<file path="src/rtl/usb_rx_pkg.sv">
// Shared types and constants for the USB receive decoder: FSM states,
// decoded line states and the CRC16 constants with a bit-serial step helper.
package usb_rx_pkg;

  typedef enum logic [2:0] {IDLE, SYNC, RECEIVE, EOP1, EOP2, ERR} rx_state_t;

  localparam logic [1:0] LINE_J   = 2'b10;
  localparam logic [1:0] LINE_K   = 2'b01;
  localparam logic [1:0] LINE_SE0 = 2'b00;

  localparam logic [15:0] CRC16_POLY     = 16'h8005;
  localparam logic [15:0] CRC16_INIT     = 16'hFFFF;
  localparam logic [15:0] CRC16_RESIDUAL = 16'h800D;

  // One wire bit into the left-shifting CRC16 register
  function automatic logic [15:0] crc16_step(input logic [15:0] crc, input logic b);
    crc16_step = {crc[14:0], 1'b0} ^ ((crc[15] ^ b) ? CRC16_POLY : 16'h0000);
  endfunction

endpackage

</file>
<file path="src/rtl/usb_rx_decoder_if.sv">
// Line inputs and decoded-byte outputs of the USB receive decoder.
// USB_RX_CRC16_EN adds the crc_error flag.
interface usb_rx_decoder_if;
  logic       d_plus;
  logic       d_minus;
  logic [7:0] rx_data;
  logic       rx_data_valid;
  logic       rx_active;
  logic       rx_eop;
  logic       rx_error;
`ifdef USB_RX_CRC16_EN
  logic       crc_error;

  modport master (input d_plus, d_minus,
                  output rx_data, rx_data_valid, rx_active, rx_eop, rx_error, crc_error);
  modport slave  (output d_plus, d_minus,
                  input rx_data, rx_data_valid, rx_active, rx_eop, rx_error, crc_error);
`else
  modport master (input d_plus, d_minus,
                  output rx_data, rx_data_valid, rx_active, rx_eop, rx_error);
  modport slave  (output d_plus, d_minus,
                  input rx_data, rx_data_valid, rx_active, rx_eop, rx_error);
`endif
endinterface

</file>
<file path="src/rtl/usb_rx_sampler.sv">
// Synchronises D+/D-, tracks bit phase from line transitions and strobes
// the held line state at mid-bit.
module usb_rx_sampler
  import usb_rx_pkg::*;
#(
  parameter int BIT_PERIOD = 8
) (
  input  logic       clk,
  input  logic       n_rst,
  input  logic       d_plus,
  input  logic       d_minus,
  output logic       strobe,
  output logic [1:0] line
);
  localparam int PW = $clog2(BIT_PERIOD);

  logic [1:0]    dp_sync, dm_sync;
  logic [1:0]    line_now, line_q;
  logic [PW-1:0] phase;

  // 11 is not a legal differential state; it is folded into SE0
  assign line_now = (dp_sync[1] ^ dm_sync[1]) ? {dp_sync[1], dm_sync[1]} : LINE_SE0;

  always_ff @(posedge clk or negedge n_rst) begin
    if (!n_rst) begin
      dp_sync <= 2'b11;
      dm_sync <= 2'b00;
      line_q  <= LINE_J;
      phase   <= '0;
    end else begin
      dp_sync <= {dp_sync[0], d_plus};
      dm_sync <= {dm_sync[0], d_minus};
      line_q  <= line_now;
      if (line_now != line_q || phase == PW'(BIT_PERIOD - 1))
        phase <= '0;
      else
        phase <= phase + 1'b1;
    end
  end

  assign strobe = (phase == PW'(BIT_PERIOD / 2));
  assign line   = line_q;

endmodule

</file>
<file path="src/rtl/usb_rx_decoder.sv">
// USB receive decoder: NRZI decode, bit unstuffing, SYNC/EOP framing and
// byte assembly. Define USB_RX_CRC16_EN for DATA-packet CRC16 checking.
module usb_rx_decoder
  import usb_rx_pkg::*;
#(
  parameter int         BIT_PERIOD  = 8,
  parameter logic [7:0] SYNC_BYTE   = 8'h80,
  parameter int         STUFF_LIMIT = 6
) (
  input logic               clk,
  input logic               n_rst,
  usb_rx_decoder_if.master  bus
);
  localparam int OW = $clog2(STUFF_LIMIT + 1);

  rx_state_t     state, state_n;
  logic          strobe;
  logic [1:0]    line, prev_line;
  logic [7:0]    shift, shift_nx;
  logic [2:0]    bit_cnt;
  logic [OW-1:0] ones_cnt;
  logic          j_cnt, eop_ok;
  logic          eop_p, err_p, valid_p;
  logic [7:0]    rx_data_q;
  logic          valid_q, active_q, eop_q, err_q;

  usb_rx_sampler #(.BIT_PERIOD(BIT_PERIOD)) u_sampler (
    .clk    (clk),
    .n_rst  (n_rst),
    .d_plus (bus.d_plus),
    .d_minus(bus.d_minus),
    .strobe (strobe),
    .line   (line)
  );

  logic is_se0, is_j, is_k, nrzi_bit, in_pkt, data_stb, stuff_slot;
  logic bit_take, stuff_err, byte_done;
  assign is_se0     = (line == LINE_SE0);
  assign is_j       = (line == LINE_J);
  assign is_k       = (line == LINE_K);
  assign nrzi_bit   = (line == prev_line);
  assign in_pkt     = (state == SYNC) || (state == RECEIVE);
  assign data_stb   = strobe && !is_se0;
  assign stuff_slot = (ones_cnt == OW'(STUFF_LIMIT));
  // A bit enters the shifter on the SYNC-opening K or any non-stuff slot
  assign bit_take   = data_stb && (((state == IDLE) && is_k) || (in_pkt && !stuff_slot));
  assign stuff_err  = data_stb && in_pkt && stuff_slot && nrzi_bit;
  assign byte_done  = bit_take && in_pkt && (bit_cnt == 3'd7);
  assign shift_nx   = {nrzi_bit, shift[7:1]};

  always_comb begin
    state_n = state;
    eop_p   = 1'b0;
    err_p   = 1'b0;
    valid_p = 1'b0;
    case (state)
      IDLE:    if (strobe && is_k) state_n = SYNC;
      SYNC:    if ((strobe && is_se0) || stuff_err) state_n = ERR;
               else if (byte_done) state_n = (shift_nx == SYNC_BYTE) ? RECEIVE : ERR;
      RECEIVE: if (strobe && is_se0) state_n = EOP1;
               else if (stuff_err)   state_n = ERR;
               else if (byte_done)   valid_p = 1'b1;
      EOP1:    if (strobe) state_n = is_se0 ? EOP2 : ERR;
      EOP2:    if (strobe && is_j) begin
                 state_n = IDLE;
                 eop_p   = eop_ok;
                 err_p   = !eop_ok;
               end else if (strobe && is_k) state_n = ERR;
      ERR:     if (strobe && is_j && j_cnt) state_n = IDLE;
      default: state_n = IDLE;
    endcase
    if (state_n == ERR && state != ERR) err_p = 1'b1;
  end

  always_ff @(posedge clk or negedge n_rst) begin
    if (!n_rst) begin
      state     <= IDLE;
      prev_line <= LINE_J;
      shift     <= '0;
      bit_cnt   <= '0;
      ones_cnt  <= '0;
      j_cnt     <= 1'b0;
      eop_ok    <= 1'b0;
      rx_data_q <= '0;
      valid_q   <= 1'b0;
      active_q  <= 1'b0;
      eop_q     <= 1'b0;
      err_q     <= 1'b0;
    end else begin
      state <= state_n;
      if (data_stb) prev_line <= line;
      if (bit_take) begin
        shift    <= shift_nx;
        bit_cnt  <= (state == IDLE) ? 3'd1 : bit_cnt + 3'd1;
        ones_cnt <= nrzi_bit ? ones_cnt + 1'b1 : '0;
      end else if (data_stb && in_pkt && stuff_slot) begin
        ones_cnt <= '0;
      end
      if (state == RECEIVE && strobe && is_se0) eop_ok <= (bit_cnt == 3'd0);
      j_cnt <= (state == ERR) ? (strobe ? is_j : j_cnt) : 1'b0;
      if (valid_p) rx_data_q <= shift_nx;
      valid_q  <= valid_p;
      eop_q    <= eop_p;
      err_q    <= err_p;
      active_q <= (state_n == RECEIVE) || (state_n == EOP1) || (state_n == EOP2);
    end
  end

  assign bus.rx_data       = rx_data_q;
  assign bus.rx_data_valid = valid_q;
  assign bus.rx_active     = active_q;
  assign bus.rx_eop        = eop_q;
  assign bus.rx_error      = err_q;

`ifdef USB_RX_CRC16_EN
  logic [15:0] crc;
  logic        pid_seen, pid_is_data, crc_err_q;

  always_ff @(posedge clk or negedge n_rst) begin
    if (!n_rst) begin
      crc         <= CRC16_INIT;
      pid_seen    <= 1'b0;
      pid_is_data <= 1'b0;
      crc_err_q   <= 1'b0;
    end else begin
      if (state == SYNC) begin
        crc      <= CRC16_INIT;
        pid_seen <= 1'b0;
      end else if (state == RECEIVE && bit_take) begin
        if (pid_seen) crc <= crc16_step(crc, nrzi_bit);
        if (byte_done && !pid_seen) begin
          pid_seen    <= 1'b1;
          pid_is_data <= (shift_nx[1:0] == 2'b11);
        end
      end
      crc_err_q <= eop_p && pid_is_data && (crc != CRC16_RESIDUAL);
    end
  end

  assign bus.crc_error = crc_err_q;
`endif

endmodule
</file>
<file path="src/flat_wrapper.sv">
// flat-port wrapper written by rule: the top's interface ports become plain ports
module usb_rx_decoder_flat import usb_rx_pkg::*;
#(
  parameter int         BIT_PERIOD  = 8,
  parameter logic [7:0] SYNC_BYTE   = 8'h80,
  parameter int         STUFF_LIMIT = 6
)
  (clk, n_rst, bus_d_plus, bus_d_minus, bus_rx_data, bus_rx_data_valid, bus_rx_active, bus_rx_eop, bus_rx_error);
  usb_rx_decoder_if bus_i ();
  input logic clk;
  input logic n_rst;
  input wire logic [$bits(bus_i.d_plus)-1:0] bus_d_plus;
  input wire logic [$bits(bus_i.d_minus)-1:0] bus_d_minus;
  output wire logic [$bits(bus_i.rx_data)-1:0] bus_rx_data;
  output wire logic [$bits(bus_i.rx_data_valid)-1:0] bus_rx_data_valid;
  output wire logic [$bits(bus_i.rx_active)-1:0] bus_rx_active;
  output wire logic [$bits(bus_i.rx_eop)-1:0] bus_rx_eop;
  output wire logic [$bits(bus_i.rx_error)-1:0] bus_rx_error;
  assign bus_i.d_plus = bus_d_plus;
  assign bus_i.d_minus = bus_d_minus;
  assign bus_rx_data = bus_i.rx_data;
  assign bus_rx_data_valid = bus_i.rx_data_valid;
  assign bus_rx_active = bus_i.rx_active;
  assign bus_rx_eop = bus_i.rx_eop;
  assign bus_rx_error = bus_i.rx_error;
  usb_rx_decoder #(.BIT_PERIOD(BIT_PERIOD), .SYNC_BYTE(SYNC_BYTE), .STUFF_LIMIT(STUFF_LIMIT)) u_core (.clk(clk), .n_rst(n_rst), .bus(bus_i));
endmodule
</file>
<file path="config.mk">
export PLATFORM = sky130hd
export DESIGN_NAME = usb_rx_decoder_flat
export DESIGN_NICKNAME = d
export VERILOG_FILES = /design/src/rtl/usb_rx_pkg.sv /design/src/rtl/usb_rx_decoder_if.sv /design/src/rtl/usb_rx_sampler.sv /design/src/rtl/usb_rx_decoder.sv /design/src/flat_wrapper.sv
export SDC_FILE = /design/constraint.sdc
export NUM_CORES = 1
export LEC_CHECK = 0
export ABC_AREA = 0
export CORE_AREA = 2 2 66 68
export CTS_CLUSTER_DIAMETER = 60
export CTS_CLUSTER_SIZE = 30
export DETAILED_ROUTE_END_ITERATION = 7
export DIE_AREA = 0 0 68 70
export PLACE_DENSITY = 0.78
export SLEW_MARGIN = 0
export SYNTH_ARGS = -nofsm -noshare
export SYNTH_HDL_FRONTEND = slang
export SYNTH_HIERARCHICAL = 1
export SYNTH_SLANG_ARGS = --single-unit
</file>
<file path="constraint.sdc">
create_clock -name clk -period 1.9 [get_ports clk]
set_clock_uncertainty 0.05 [all_clocks]
set_input_delay 0.38 -clock clk [delete_from_list [all_inputs] [get_ports clk]]
set_output_delay 0.38 -clock clk [all_outputs]
set_load 0.02 [all_outputs]
</file>
# Word level (Yosys, flattened, before mapping)
# Cells that the tools add are included.
# classes
n_addsub	3
bitwise	1
reduce_logical	29
eq_ne	20
muxes	29
# op_table
operator	count
2-to-1 mux 3 bit	15
equality test 3 bit (second input constant)	8
case mux 3 bit (6 select lines)	1
logical AND 1 bit	16
equality test 3 x 2 -> 1 bit (second input constant)	4
2-to-1 mux 1 bit	12
adder 3 x 1 -> 3 bit (second input constant)	3
equality test 8 bit (second input constant)	1
zero test 3 bit	2
logical OR 1 bit	6
equality test 3 x 1 -> 1 bit (second input constant)	1
zero test 1 bit	3
!= test 3 bit (second input constant)	1
equality test 2 x 1 -> 1 bit (second input constant)	1
equality test 2 bit	1
equality test 2 bit (second input constant)	1
zero test 2 bit	1
2-to-1 mux 2 bit	1
!= test 2 bit	1
!= test 2 bit (second input constant)	1
nonzero test 2 bit	1
bitwise XOR 1 bit	1
# totals
input_bits	4
register_bits	42
wordCells	98
out_inout_bits	12

# Longest topological paths before layout
# Gate-level depths: netlist (run 1).
# logic_depth
depth_word	13
mapped_depth	9
ltp_nobuf	8

# Cells and area by module
# Netlist (run 1), hierarchy kept.
# modules_own_cells
mod	seq_area_each_um2	cells_each	instances	area_each_um2
usb_rx_decoder	802.0	158	1	1682.9
usb_rx_sampler	229.0	25	1	366.6

# Worst setup path after synthesis (run 1)
# No wires, ideal clock.
# synth_timing
kind	flip-flop to flip-flop
from	reg u_core.u_sampler.phase[0]
to	reg u_core.rx_data_q[0], in the netlist u_core/bus.rx_data[0]
path_stages_with_launch	8
synth_period_minus_slack_ps	2035
setup_slack_ps	-135
setup_time_ps	125
t_required_ps	1725
t_arrival_ps	1860
n_path_buf	0
path_cell_list	dfrtp_1 inv_1 ha_1 and2_1 nor2b_1 nand4_2 nor4_4 mux2_2
# synth_between
elab_chain_len	9
elab_cells_between_ends	13
classes_between	eq/ne: 1; mux: 4; reduce/logical: 8
# synth_lines
item	line_no	rtl
from (decl)	usb_rx_sampler.sv:19	logic [PW-1:0] phase;
from (signal assigned)	usb_rx_sampler.sv:37	phase <= phase + 1'b1;
equality test 3 bit *	usb_rx_sampler.sv:41	assign strobe = (phase == PW'(BIT_PERIOD / 2));
named net u_core.strobe	usb_rx_decoder.sv:17	logic strobe;
logical AND 1 bit	usb_rx_decoder.sv:43	assign data_stb = strobe && !is_se0;
logical AND 1 bit	usb_rx_decoder.sv:46	assign bit_take = data_stb && (((state == IDLE) && is_k) || (in_pkt && !stuff_slot));
logical AND 1 bit (2 in series)	usb_rx_decoder.sv:48	assign byte_done = bit_take && in_pkt && (bit_cnt == 3'd7);
2-to-1 mux 1 bit	usb_rx_decoder.sv:62	else if (byte_done) valid_p = 1'b1;
2-to-1 mux 1 bit	usb_rx_decoder.sv:61	else if (stuff_err) state_n = ERR;
2-to-1 mux 1 bit *	usb_rx_decoder.sv:60	RECEIVE: if (strobe && is_se0) state_n = EOP1;
2-to-1 mux 1 bit *	usb_rx_decoder.sv:56	case (state)
named net u_core.valid_p	usb_rx_decoder.sv:23	logic eop_p, err_p, valid_p;
to (signal assigned)	usb_rx_decoder.sv:101	if (valid_p) rx_data_q <= shift_nx;
to (decl)	usb_rx_decoder.sv:24	logic [7:0] rx_data_q;
# Mark *: on every way through the listed nets, which the timed path passes. The rest lies on a longest branch.
# A chain may end at the register's enable or synchronous reset.

# Worst setup path in the final report (run 1)
# layout_timing
from	reg u_core.u_sampler.phase[1]
to	reg u_core.rx_data_q[5], in the netlist u_core/bus.rx_data[5]
# Same word-level chain as after synthesis.

==> impl_metrics.py, run 1 <==
metrics = {
    "cts": {
        "numCtsBuffers": 5,
        "ctsHoldBuffers": 0,
        "worstSkewPairLatency_ps": 290,
        "root_buffer": "clkbuf_8",
        "cts_sinks": 41,
        "cts_max_level": 2,
        "clk_pin_slew_ps": 80,
        "cts_tree": "done",
        "clock_path_buffers": 2,
    },
    "setup_path": {
        "max_stage_delay_ps": 390,
        "crit_path_cell_trace": "inv_1, ha_1, and2_4, nor2b_4, nand4_4, nor4_4, buf_6, mux2_2",
        "timing.rr.end": "u_core/bus.rx_data[5]$_DFFE_PN0P_",
        "cp.required_ps": 2030,
        "crit_fanout": 9,
        "reg2reg_setup_slack_ps": -70,
        "crit_slowest_cell": "dfrtp_1",
        "startpoint": "u_core/u_sampler/phase[1]$_DFF_PN0_",
        "critPathCaptureType": "register",
        "reg2reg_depth": 8,
        "critPathArrivalTime_ps": 2100,
        "r2r_start": "u_core/u_sampler/phase[1]$_DFF_PN0_",
        "critPathLaunchType": "register",
        "critPathKind": "register to register",
    },
    "timing": {
        "fin_crit_ps": 1970,
        "max_freq_ghz": 0.508,
        "fin_crit_sh_pct": 104,
        "rsz0062_at_grt": "true",
        "worst_pin_slew_ps": 505,
        "holdWs_ps": 84.1,
        "finalHoldViolCount": 0,
        "max_slew_margin_pct": 66.4,
        "setup_slack_ps": -67.3,
        "setup_viol": 14,
        "finalMaxSlewViolations": 0,
    },
    "floorplan": {
        "die_x_um": 68,
        "core_mm2": 0.00414,
        "rows": 24,
        "die_h_um": 70,
        "ioPinCount": 16,
        "die_area_mm2": 0.00476,
        "initial_utilization_pct": 49.5,
    },
    "global_routing": {
        "grt_use_total_pct": 20.0,
        "grt_max_degree": 42,
        "grt_antenna_before_repair": 0,
        "grt-ovfl-total": 0,
        "grt_pass1_vias": 1546,
        "grt_pass1_wl_um": 7120,
    },
    "synthesis": {
        "synth.avg_cell_area_um2": 11.2,
        "yosysSeqAreaShare_pct": 50.3,
        "synthesis.nets": 195,
        "netlist_area_mm2": 0.00205,
        "synth_edf_count": 0,
        "ys_ff_latch": 41,
        "ys_warn_count": 6,
        "yosysUniqueCellTypes": 51,
        "syn_inst": 183,
        "async_flop_share_pct": 100,
        "synthFlopType": "dfrtp_1",
    },
    "final_layout": {
        "drive_gt1_share_pct": 37.9,
        "antenna_cells": 0,
        "fillers": 323,
        "final_nets": 246,
        "finish.utilization_pct": 65.2,
        "finalNonFillerCells": 287,
        "syn_to_final_growth_pct": 31.8,
    },
    "placement": {
        "place_congestion": 0.935,
        "dp_hpwl_um": 3010,
        "dp.cells": 275,
        "portBuffers": 15,
    },
    "routing": {
        "wl_um": 4350,
        "drt_iter0_drc": 66,
        "ant_nets": 0,
        "vias": 1523,
        "drc": 0,
        "post_drt_via_cell_ratio": 5.31,
        "first_pass_iters": 4,
        "wl_per_cell_um": 15.2,
    },
    "power_and_ir_drop": {
        "power_leakage_uw": 0.00126,
        "powerDensity_mw_per_mm2": 718,
        "ir_drop_mv": 0.630,
    },
    "run_status": {
        "violations": "setup timing",
        "status": "finished with violations",
    },
    "run": {
        "cap_viol_max_count": 0,
    },
    "hold_path": {
        "holdCritPathClass": "input port to async pin",
    },
}
worst max-delay path by stage:
stage                                                    to  slack [ps]  depth (start not counted)
after floorplan           u_core/bus.rx_data[0]$_DFFE_PN0P_         -90                          7
after global placement       u_core/bus.rx_active$_DFF_PN0_        -210                          9
after detailed placement     u_core/bus.rx_active$_DFF_PN0_        -170                          9
after CTS                 u_core/bus.rx_data[5]$_DFFE_PN0P_         -80                          8
after global routing      u_core/bus.rx_data[7]$_DFFE_PN0P_        -160                          8
final                     u_core/bus.rx_data[5]$_DFFE_PN0P_         -70                          8
cell families (layout without fill, tap and decap cells):
group	count (synthesis)	count (layout)	synth area share, %
buf+inv	16	68	3.66
fa+ha+maj	8	8	4.88
simple gates	73	73	21.7
compound gates	24	24	8.30
flops	41	41	50.3
xor+xnor	6	6	2.93
mux	15	15	8.18
synthesized netlist by cell type, types with 2 or more instances:
master / instances / area (um^2)
a21oi_1: 3 / 15.0
ha_1: 8 / 100
nor2b_1: 4 / 25.0
mux2_2: 14 / 158
xnor2_1: 4 / 35.0
and2_1: 5 / 31.3
clkbuf_1: 2 / 7.51
nand4_1: 3 / 18.8
nor3_1: 6 / 30.0
nand3b_1: 2 / 15.0
o22ai_1: 2 / 12.5
nor3b_1: 4 / 30.0
a211oi_1: 2 / 15.0
nor2_1: 7 / 26.3
and2b_1: 3 / 22.5
buf_2: 3 / 15.0
nand2_1: 16 / 60.1
o31ai_1: 2 / 15.0
nand3_1: 6 / 30.0
dfrtp_1: 37 / 926
or2_2: 2 / 12.5
inv_1: 9 / 33.8
o21ai_0: 6 / 30.0
dfstp_2: 4 / 105
nand2b_1: 3 / 18.8
metrics by stage:
| stage | setup WS [ps] | total power, uW | TNS (ps) | cell area, um^2 |
|---|---|---|---|---|
| 2_1_floorplan | -86.0 | 1160 | -644 | 2070 |
| 3_3_place_gp | -215 | 1330 | -1270 | 2480 |
| 3_5_place_dp | -170 | 1320 | -1290 | 2480 |
| 4_1_cts | -78.6 | 1930 | -685 | 2640 |
| 5_1_grt | -164 | 2030 | -2200 | 2700 |
| 6_report | -67.3 | 1940 | -764 | 2700 |
critical path, delay by kind of cell, from the launching register on:
family / cells / cell delay (ps)
DFF: 1 / 390
buffers and inverters: 2 / 250
muxes: 1 / 340
adders and majority gates: 1 / 120
and+or+nand+nor: 4 / 710
per-layer routing:
metal  wire, um  global-route usage, %  share of wire (%)  up-vias
met5          0                      0                  0        -
met4        135                   9.56                3.1        0
met3        168                   3.70                3.9       14
met2       2080                   29.6                 48       34
met1       1970                   28.2                 45      730
li1           -                      -                  -      745
layout make-up:
| type | count | area [um^2] | share of cell area, % |
|---|---|---|---|
| clock buffers | 6 | 72.6 | 2.69 |
| clock inverters | 2 | 15.0 | 0.556 |
| inverters | 9 | 33.8 | 1.25 |
| multi-input cells | 126 | 1060 | 39.4 |
| flip-flops and latches | 41 | 1030 | 38.2 |
| well taps | 52 | 65.1 | 2.41 |
| repair buffers | 51 | 420 | 15.6 |
power breakdown:
| group | internal (uW) | switching, uW | total [uW] |
|---|---|---|---|
| sequential | 919 | 37.0 | 956 |
| clock | 259 | 306 | 565 |
| combinational | 185 | 235 | 420 |
| total | 1360 | 578 | 1940 |
sequential cells by signal (all words and copies together) (netlist names):
signal,count
u_core/bit_cnt,3
u_core/j_cnt,1
u_core/state,3
u_core/ones_cnt,3
u_core/u_sampler/dp_sync,2
u_core/u_sampler/line,2
u_core/eop_ok,1
u_core/u_sampler/phase,3
u_core/bus.rx_data_valid,1
u_core/bus.rx_active,1
u_core/shift,7
u_core/bus.rx_eop,1
u_core/bus.rx_data,8
u_core/prev_line,2
u_core/bus.rx_error,1
u_core/u_sampler/dm_sync,2
cells in the final DEF (no fill, tap or decap), types with 2 or more instances in the layout:
master and count:
a211oi_2 3, a21oi_2 2, and2_1 3, and2_4 2, and2b_1 3, buf_2 2, buf_4 33, buf_6 2
clkbuf_8 5, clkdlybuf4s50_1 14, clkinvlp_4 2, dfrtp_1 37, dfstp_2 4, ha_1 8, inv_1 9, mux2_2 12
mux2_4 2, nand2_1 15, nand2b_1 3, nand3_1 5, nand3b_1 2, nand4_1 3, nor2_1 7, nor2b_1 3
nor3_1 5, nor3b_1 4, o21ai_0 3, o21ai_1 2, or2_2 2, xnor2_1 4
repair_timing:
| item | 4_1_cts | 5_1_grt |
|---|---|---|
| resized for setup | 14 | 12 |
| endpoints found under the setup margin | 21 | 19 |
| pin swaps | 3 | 4 |
| buffers inserted | 3 | 1 |
No activity file was read; power rests on OpenSTA's default activity.
==> run 2, diff against run 1 <==
--- a/config.mk
+++ b/config.mk
@@ -6,12 +6,13 @@
 export NUM_CORES = 1
 export LEC_CHECK = 0
 export ABC_AREA = 0
-export CORE_AREA = 2 2 66 68
+export CORE_AREA = 2 2 64 66
 export CTS_CLUSTER_DIAMETER = 60
 export CTS_CLUSTER_SIZE = 30
 export DETAILED_ROUTE_END_ITERATION = 7
-export DIE_AREA = 0 0 68 70
-export PLACE_DENSITY = 0.78
+export DIE_AREA = 0 0 66 68
+export DONT_BUFFER_PORTS = 1
+export PLACE_DENSITY = 0.76
 export SLEW_MARGIN = 0
 export SYNTH_ARGS = -nofsm -noshare
 export SYNTH_HDL_FRONTEND = slang
==> run 2 against run 1 <==
The run still ends with setup timing left. Total power grew 7.2%. Setup slack lost 36 ps. Combinational power is essentially flat. First-iteration DRC count grew 21%. Sequential power grew 2%. Sequential share of layout area grew 1.0 points. Routed wire length grew 6.5%. Highest routed layer unchanged.
==> impl_metrics.py, run 2 (synthesized netlist as in run 1, its figures left out) <==
metrics = {
    "timing": {
        "finalHoldViolCount": 0,
        "max_slew_margin_pct": 76.2,
        "fin_crit_ps": 2000,
        "setup_slack_ps": -103,
        "setup_viol": 10,
        "max_freq_ghz": 0.499,
        "fin_crit_sh_pct": 105,
        "finalMaxSlewViolations": 0,
        "worst_pin_slew_ps": 355,
        "rsz0062_at_grt": "true",
        "holdWs_ps": 33.6,
    },
    "routing": {
        "wl_per_cell_um": 17.1,
        "wl_met3_um": 239,
        "top_layer": "met4",
        "wl_um": 4630,
        "post_drt_via_cell_ratio": 5.72,
        "wl_met1_um": 1900,
        "drt_iter0_drc": 80,
        "vias": 1549,
        "ant_nets": 0,
        "wl_met2_um": 2390,
        "drc": 0,
        "first_pass_iters": 4,
    },
    "setup_path": {
        "crit_slowest_cell": "or3b_4",
        "reg2reg_setup_slack_ps": -100,
        "path_delay_family": "simple AND/OR/NAND/NOR gates",
        "critPathKind": "register to register",
        "reg2reg_depth": 9,
        "critPathLaunchType": "register",
        "critPathCaptureType": "register",
        "crit_buf_inv": 2,
        "r2r_start": "u_core/u_sampler/phase[1]$_DFF_PN0_",
        "timing.rr.end": "u_core/bus.rx_error$_DFF_PN0_",
        "cp.required_ps": 2060,
        "startpoint": "u_core/u_sampler/phase[1]$_DFF_PN0_",
        "critPathCapture": "u_core/bus.rx_error$_DFF_PN0_",
        "max_stage_delay_ps": 390,
        "path_depth": 9,
        "crit_path_cell_trace": "inv_1, ha_1, and2_4, buf_4, or3b_4, a21oi_2, o21ai_1, and4_1, a211oi_2",
        "crit_fanout": 4,
        "critPathArrivalTime_ps": 2160,
    },
    "run": {
        "cap_viol_max_count": 0,
    },
    "placement": {
        "portBuffers": 0,
        "dp.cells": 254,
        "post-place-ws_ps": -116,
        "place_congestion": 0.911,
        "dp_hpwl_um": 3070,
    },
    "final_layout": {
        "final_nets": 232,
        "syn_to_final_growth_pct": 28.4,
        "layout_common_cells": "dfrtp_1, buf_4, nand2_1",
        "finalNonFillerCells": 271,
        "largest_register_ffs": 8,
        "final_common_cell": "dfrtp_1",
        "antenna_cells": 0,
        "drive_gt1_share_pct": 40.7,
    },
    "floorplan": {
        "core_mm2": 0.00386,
        "ioPinCount": 16,
        "rows": 23,
        "initial_utilization_pct": 53.1,
        "die_h_um": 68,
        "die_area_mm2": 0.00449,
        "die_x_um": 66,
    },
    "run_status": {
        "violations": "setup timing",
        "status": "finished with violations",
    },
    "global_routing": {
        "grt_pass1_wl_um": 7300,
        "grt_pass1_vias": 1579,
        "grt-ovfl-total": 0,
        "grt_antenna_before_repair": 0,
        "grt_max_degree": 42,
        "grt_use_total_pct": 22.0,
    },
    "cts": {
        "clk_pin_slew_ps": 80,
        "cts_tree": "done",
        "cts_sinks": 41,
        "clock_path_buffers": 2,
        "root_buffer": "clkbuf_8",
        "worstSkewPairLatency_ps": 290,
        "cts_max_level": 2,
        "numCtsBuffers": 5,
    },
    "power_and_ir_drop": {
        "power_leakage_uw": 0.00122,
        "powerDensity_mw_per_mm2": 791,
        "ir_drop_mv": 0.639,
    },
    "hold_path": {
        "holdCritPathClass": "input port to register",
    },
}
==> run 2: changes by cell type in the layout (fill, tap and decap cells not counted), sizes merged <==
cell           delta
clkbuf            -1
dlygate4sd3       +1
buf               -1
bufinv            +1
clkdlybuf4s50    -14
clkinvlp          -1
clkinv            +1
==> run 2: per-layer routing <==
layer | up-vias | track usage, %
met1 | 770 | 27.1
li1 | 716 | -
met2 | 53 | 37.6
met5 | - | 0
met3 | 10 | 5.10
met4 | 0 | 9.18
==> run 2: where the power goes <==
part / internal, uW / total (uW) / switching [uW]
clock: 393 / 693 / 300
sequential: 919 / 971 / 51.6
combinational: 188 / 418 / 230
total: 1500 / 2080 / 582
==> run 2: final cells by class <==
type | count | area, um^2
fillers | 289 | 1220
multi-input cells | 126 | 1070
flip-flops and latches | 41 | 1030
repair buffers | 37 | 317
clock buffers | 5 | 68.8
well taps | 50 | 62.6
clock inverters | 3 | 46.3
inverters | 9 | 33.8
==> run 2: worst min-delay path by stage <==
stage,start,end,slack [ps],cells after the start
after CTS,bus_d_plus,u_core/u_sampler/dp_sync[0]$_DFF_PN1_,20,0
after global routing,bus_d_plus,u_core/u_sampler/dp_sync[0]$_DFF_PN1_,20,0
after floorplan,n_rst,u_core/bit_cnt[0]$_DFFE_PN0P_,30,0
after detailed placement,n_rst,u_core/eop_ok$_DFFE_PN0P_,40,0
final,bus_d_plus,u_core/u_sampler/dp_sync[0]$_DFF_PN1_,30,0
after global placement,n_rst,u_core/state[2]$_DFF_PN0_,40,0
==> run 2: metrics by stage <==
step	util, %	power, uW	TNS [ps]	area (um^2)
after CTS	65.0	2050	-749	2510
after detailed placement	60.1	1310	-1220	2320
after global placement	60.1	1290	-309	2320
final	68.2	2080	-881	2630
after global routing	68.2	2170	-2170	2630
after floorplan	-	1160	-644	2070
==> run 2: repair_timing <==
item	4_1_cts	5_1_grt
hold endpoints to repair	41	0
gates cloned	0	1
buffers inserted	2	4
pin swaps	2	5
endpoints found under the setup margin	18	22
resized for setup	9	20
hold buffers	2	0
==> run 2: worst register-to-register path, cell delays in order (launching register included) <==
cell,delay (ps)
dfrtp_1,380
inv_1,60
ha_1,140
and2_4,150
buf_4,110
or3b_4,390
a21oi_2,150
o21ai_1,100
and4_1,200
a211oi_2,190
==> run 3, diff against run 2 <==
--- a/config.mk
+++ b/config.mk
@@ -18,3 +18,4 @@
 export SYNTH_HDL_FRONTEND = slang
 export SYNTH_HIERARCHICAL = 1
 export SYNTH_SLANG_ARGS = --single-unit
+export TNS_END_PERCENT = 30
==> run 3 against run 2 <==
The run still ends with setup timing left. Setup slack lost 26 ps. Highest routed layer unchanged. Flip-flop and latch count did not move. Design area is 5.1% lower. Largest cell class is now flip-flops and latches. Register-to-register slack worse by 30 ps. Non-clock buffer count decreased by 7. Count of clock-buffer cells in the layout unchanged. Clock power shrank 20%. Via count down 4.8%. Total power fell by 8.4%.
==> impl_metrics.py, run 3 (synthesized netlist as in run 1, its figures left out) <==
metrics = {
    "placement": {
        "portBuffers": 0,
        "dp_hpwl_um": 3190,
        "place_congestion": 0.911,
        "dpl_cell_area_mm2": 0.00232,
    },
    "setup_path": {
        "critPathCaptureType": "register",
        "critPathKind": "register to register",
        "critPathArrivalTime_ps": 2160,
        "startpoint": "u_core/u_sampler/phase[0]$_DFF_PN0_",
        "crit_fanout": 9,
        "r2r_start": "u_core/u_sampler/phase[0]$_DFF_PN0_",
        "critPathLaunchType": "register",
        "cp.required_ps": 2030,
    },
    "power_and_ir_drop": {
        "ir_drop_mv": 0.530,
        "powerDensity_mw_per_mm2": 764,
        "power_leakage_uw": 0.00117,
    },
    "timing": {
        "rsz0062_at_grt": "true",
        "fin_crit_ps": 2030,
        "worst_pin_slew_ps": 393,
        "finalHoldViolCount": 0,
        "setup_viol": 10,
        "max_slew_margin_pct": 73.7,
        "max_freq_ghz": 0.493,
        "holdWs_ps": 23.7,
        "finalMaxSlewViolations": 0,
        "setup_slack_ps": -129,
        "fin_crit_sh_pct": 107,
    },
    "cts": {
        "cts_max_level": 2,
        "cts_sinks": 41,
        "worstSkewPairLatency_ps": 300,
        "numCtsBuffers": 5,
        "clock_path_buffers": 2,
        "root_buffer": "clkbuf_8",
        "post_cts_buffers": 0,
        "clk_pin_slew_ps": 70,
        "cts_tree": "done",
    },
    "global_routing": {
        "grt-ovfl-total": 0,
        "grt_max_degree": 42,
        "grt_use_total_pct": 21.8,
        "grt_antenna_before_repair": 0,
        "grt_pass1_wl_um": 7070,
        "grt_pass1_vias": 1546,
    },
    "final_layout": {
        "multi_input_area_mm2": 0.00103,
        "fin_area_mm2": 0.00250,
        "layout_common_cells": "dfrtp_1, buf_4, nand2_1",
        "largest_register_ffs": 8,
        "syn_to_final_growth_pct": 21.8,
        "final_common_cell": "dfrtp_1",
        "seqCellArea_mm2": 0.00103,
        "drive_gt1_share_pct": 35.5,
        "final_nets": 225,
        "antenna_cells": 0,
        "fillers": 316,
    },
    "floorplan": {
        "die_x_um": 66,
        "rows": 23,
        "core_mm2": 0.00386,
        "die_h_um": 68,
        "die_area_mm2": 0.00449,
        "ioPinCount": 16,
        "initial_utilization_pct": 53.1,
    },
    "routing": {
        "wl_um": 4360,
        "post_drt_via_cell_ratio": 5.59,
        "vias": 1475,
        "drc": 0,
        "first_pass_iters": 4,
        "drt_iter0_drc": 69,
        "ant_nets": 0,
        "wl_per_cell_um": 16.5,
    },
    "run_status": {
        "violations": "setup timing",
        "status": "finished with violations",
    },
    "hold_path": {
        "holdCritPathClass": "input port to register",
        "hp-start": "bus_d_plus",
    },
    "run": {
        "cap_viol_max_count": 0,
    },
}
-- run 3: final timing paths --
kind                                                               to  slack (ps)  cells past startpoint
worst max-delay path                u_core/bus.rx_data[3]$_DFFE_PN0P_        -130                      8
worst min-delay path            u_core/u_sampler/dp_sync[0]$_DFF_PN1_          20                      0
worst max register to register      u_core/bus.rx_data[3]$_DFFE_PN0P_        -130                      8
worst min register to register  u_core/u_sampler/dm_sync[1]$_DFF_PN0_         310                      0
max in group asynchronous             u_core/prev_line[1]$_DFFE_PN1P_        1060                      2
min in group asynchronous               u_core/bit_cnt[2]$_DFFE_PN0P_         470                      2
-- run 3: cell type report --
class                      instances  share of cell area [%]
sequential                        41                    41.3
timing repair buffer              30                    10.3
tap                               50                    2.51
clock inverter                     3                   0.702
multi-input combinational        126                    41.1
inverter                           9                    1.35
clock buffer                       5                    2.76
-- run 3: metal layers --
| metal | vias to the layer above | track usage [%] | routed length (um) |
|---|---|---|---|
| li1 | 703 | - | - |
| met1 | 721 | 25.7 | 1880 |
| met2 | 41 | 36.7 | 2130 |
| met3 | 10 | 6.74 | 234 |
| met4 | 0 | 10.2 | 109 |
| met5 | - | 0 | 0 |
-- run 3: critical path, cell delays in order (launching register included) --
cell,delay (ps)
dfrtp_1,380
inv_1,60
ha_1,160
and2_4,170
nor2b_4,170
nand4_4,130
nor4_4,260
buf_6,190
mux2_2,340
-- run 3: stage by stage --
step | instances | TNS, ps | setup slack, ps | util [%] | power, uW
final | 264 | -1010 | -129 | 64.7 | 1910
after global routing | 264 | -2110 | -208 | 64.7 | 2010
after CTS | 264 | -945 | -119 | 63.9 | 1910
after detailed placement | 254 | -1350 | -134 | 60.1 | 1310
after global placement | 254 | -309 | -72.6 | 60.1 | 1290
after floorplan | 183 | -644 | -86.0 | - | 1160
-- run 3: timing repair --
item | in CTS | in global routing
hold buffers | 2 | 0
resized for setup | 9 | 8
pin swaps | 0 | 1
endpoints found under the setup margin | 23 | 22
cloned | 0 | 0
hold endpoints to repair | 41 | 0
-- run 3: power by group --
part	switching, uW	internal (uW)	total [uW]
registers	49.4	919	968
clock network	304	253	557
logic	207	173	380
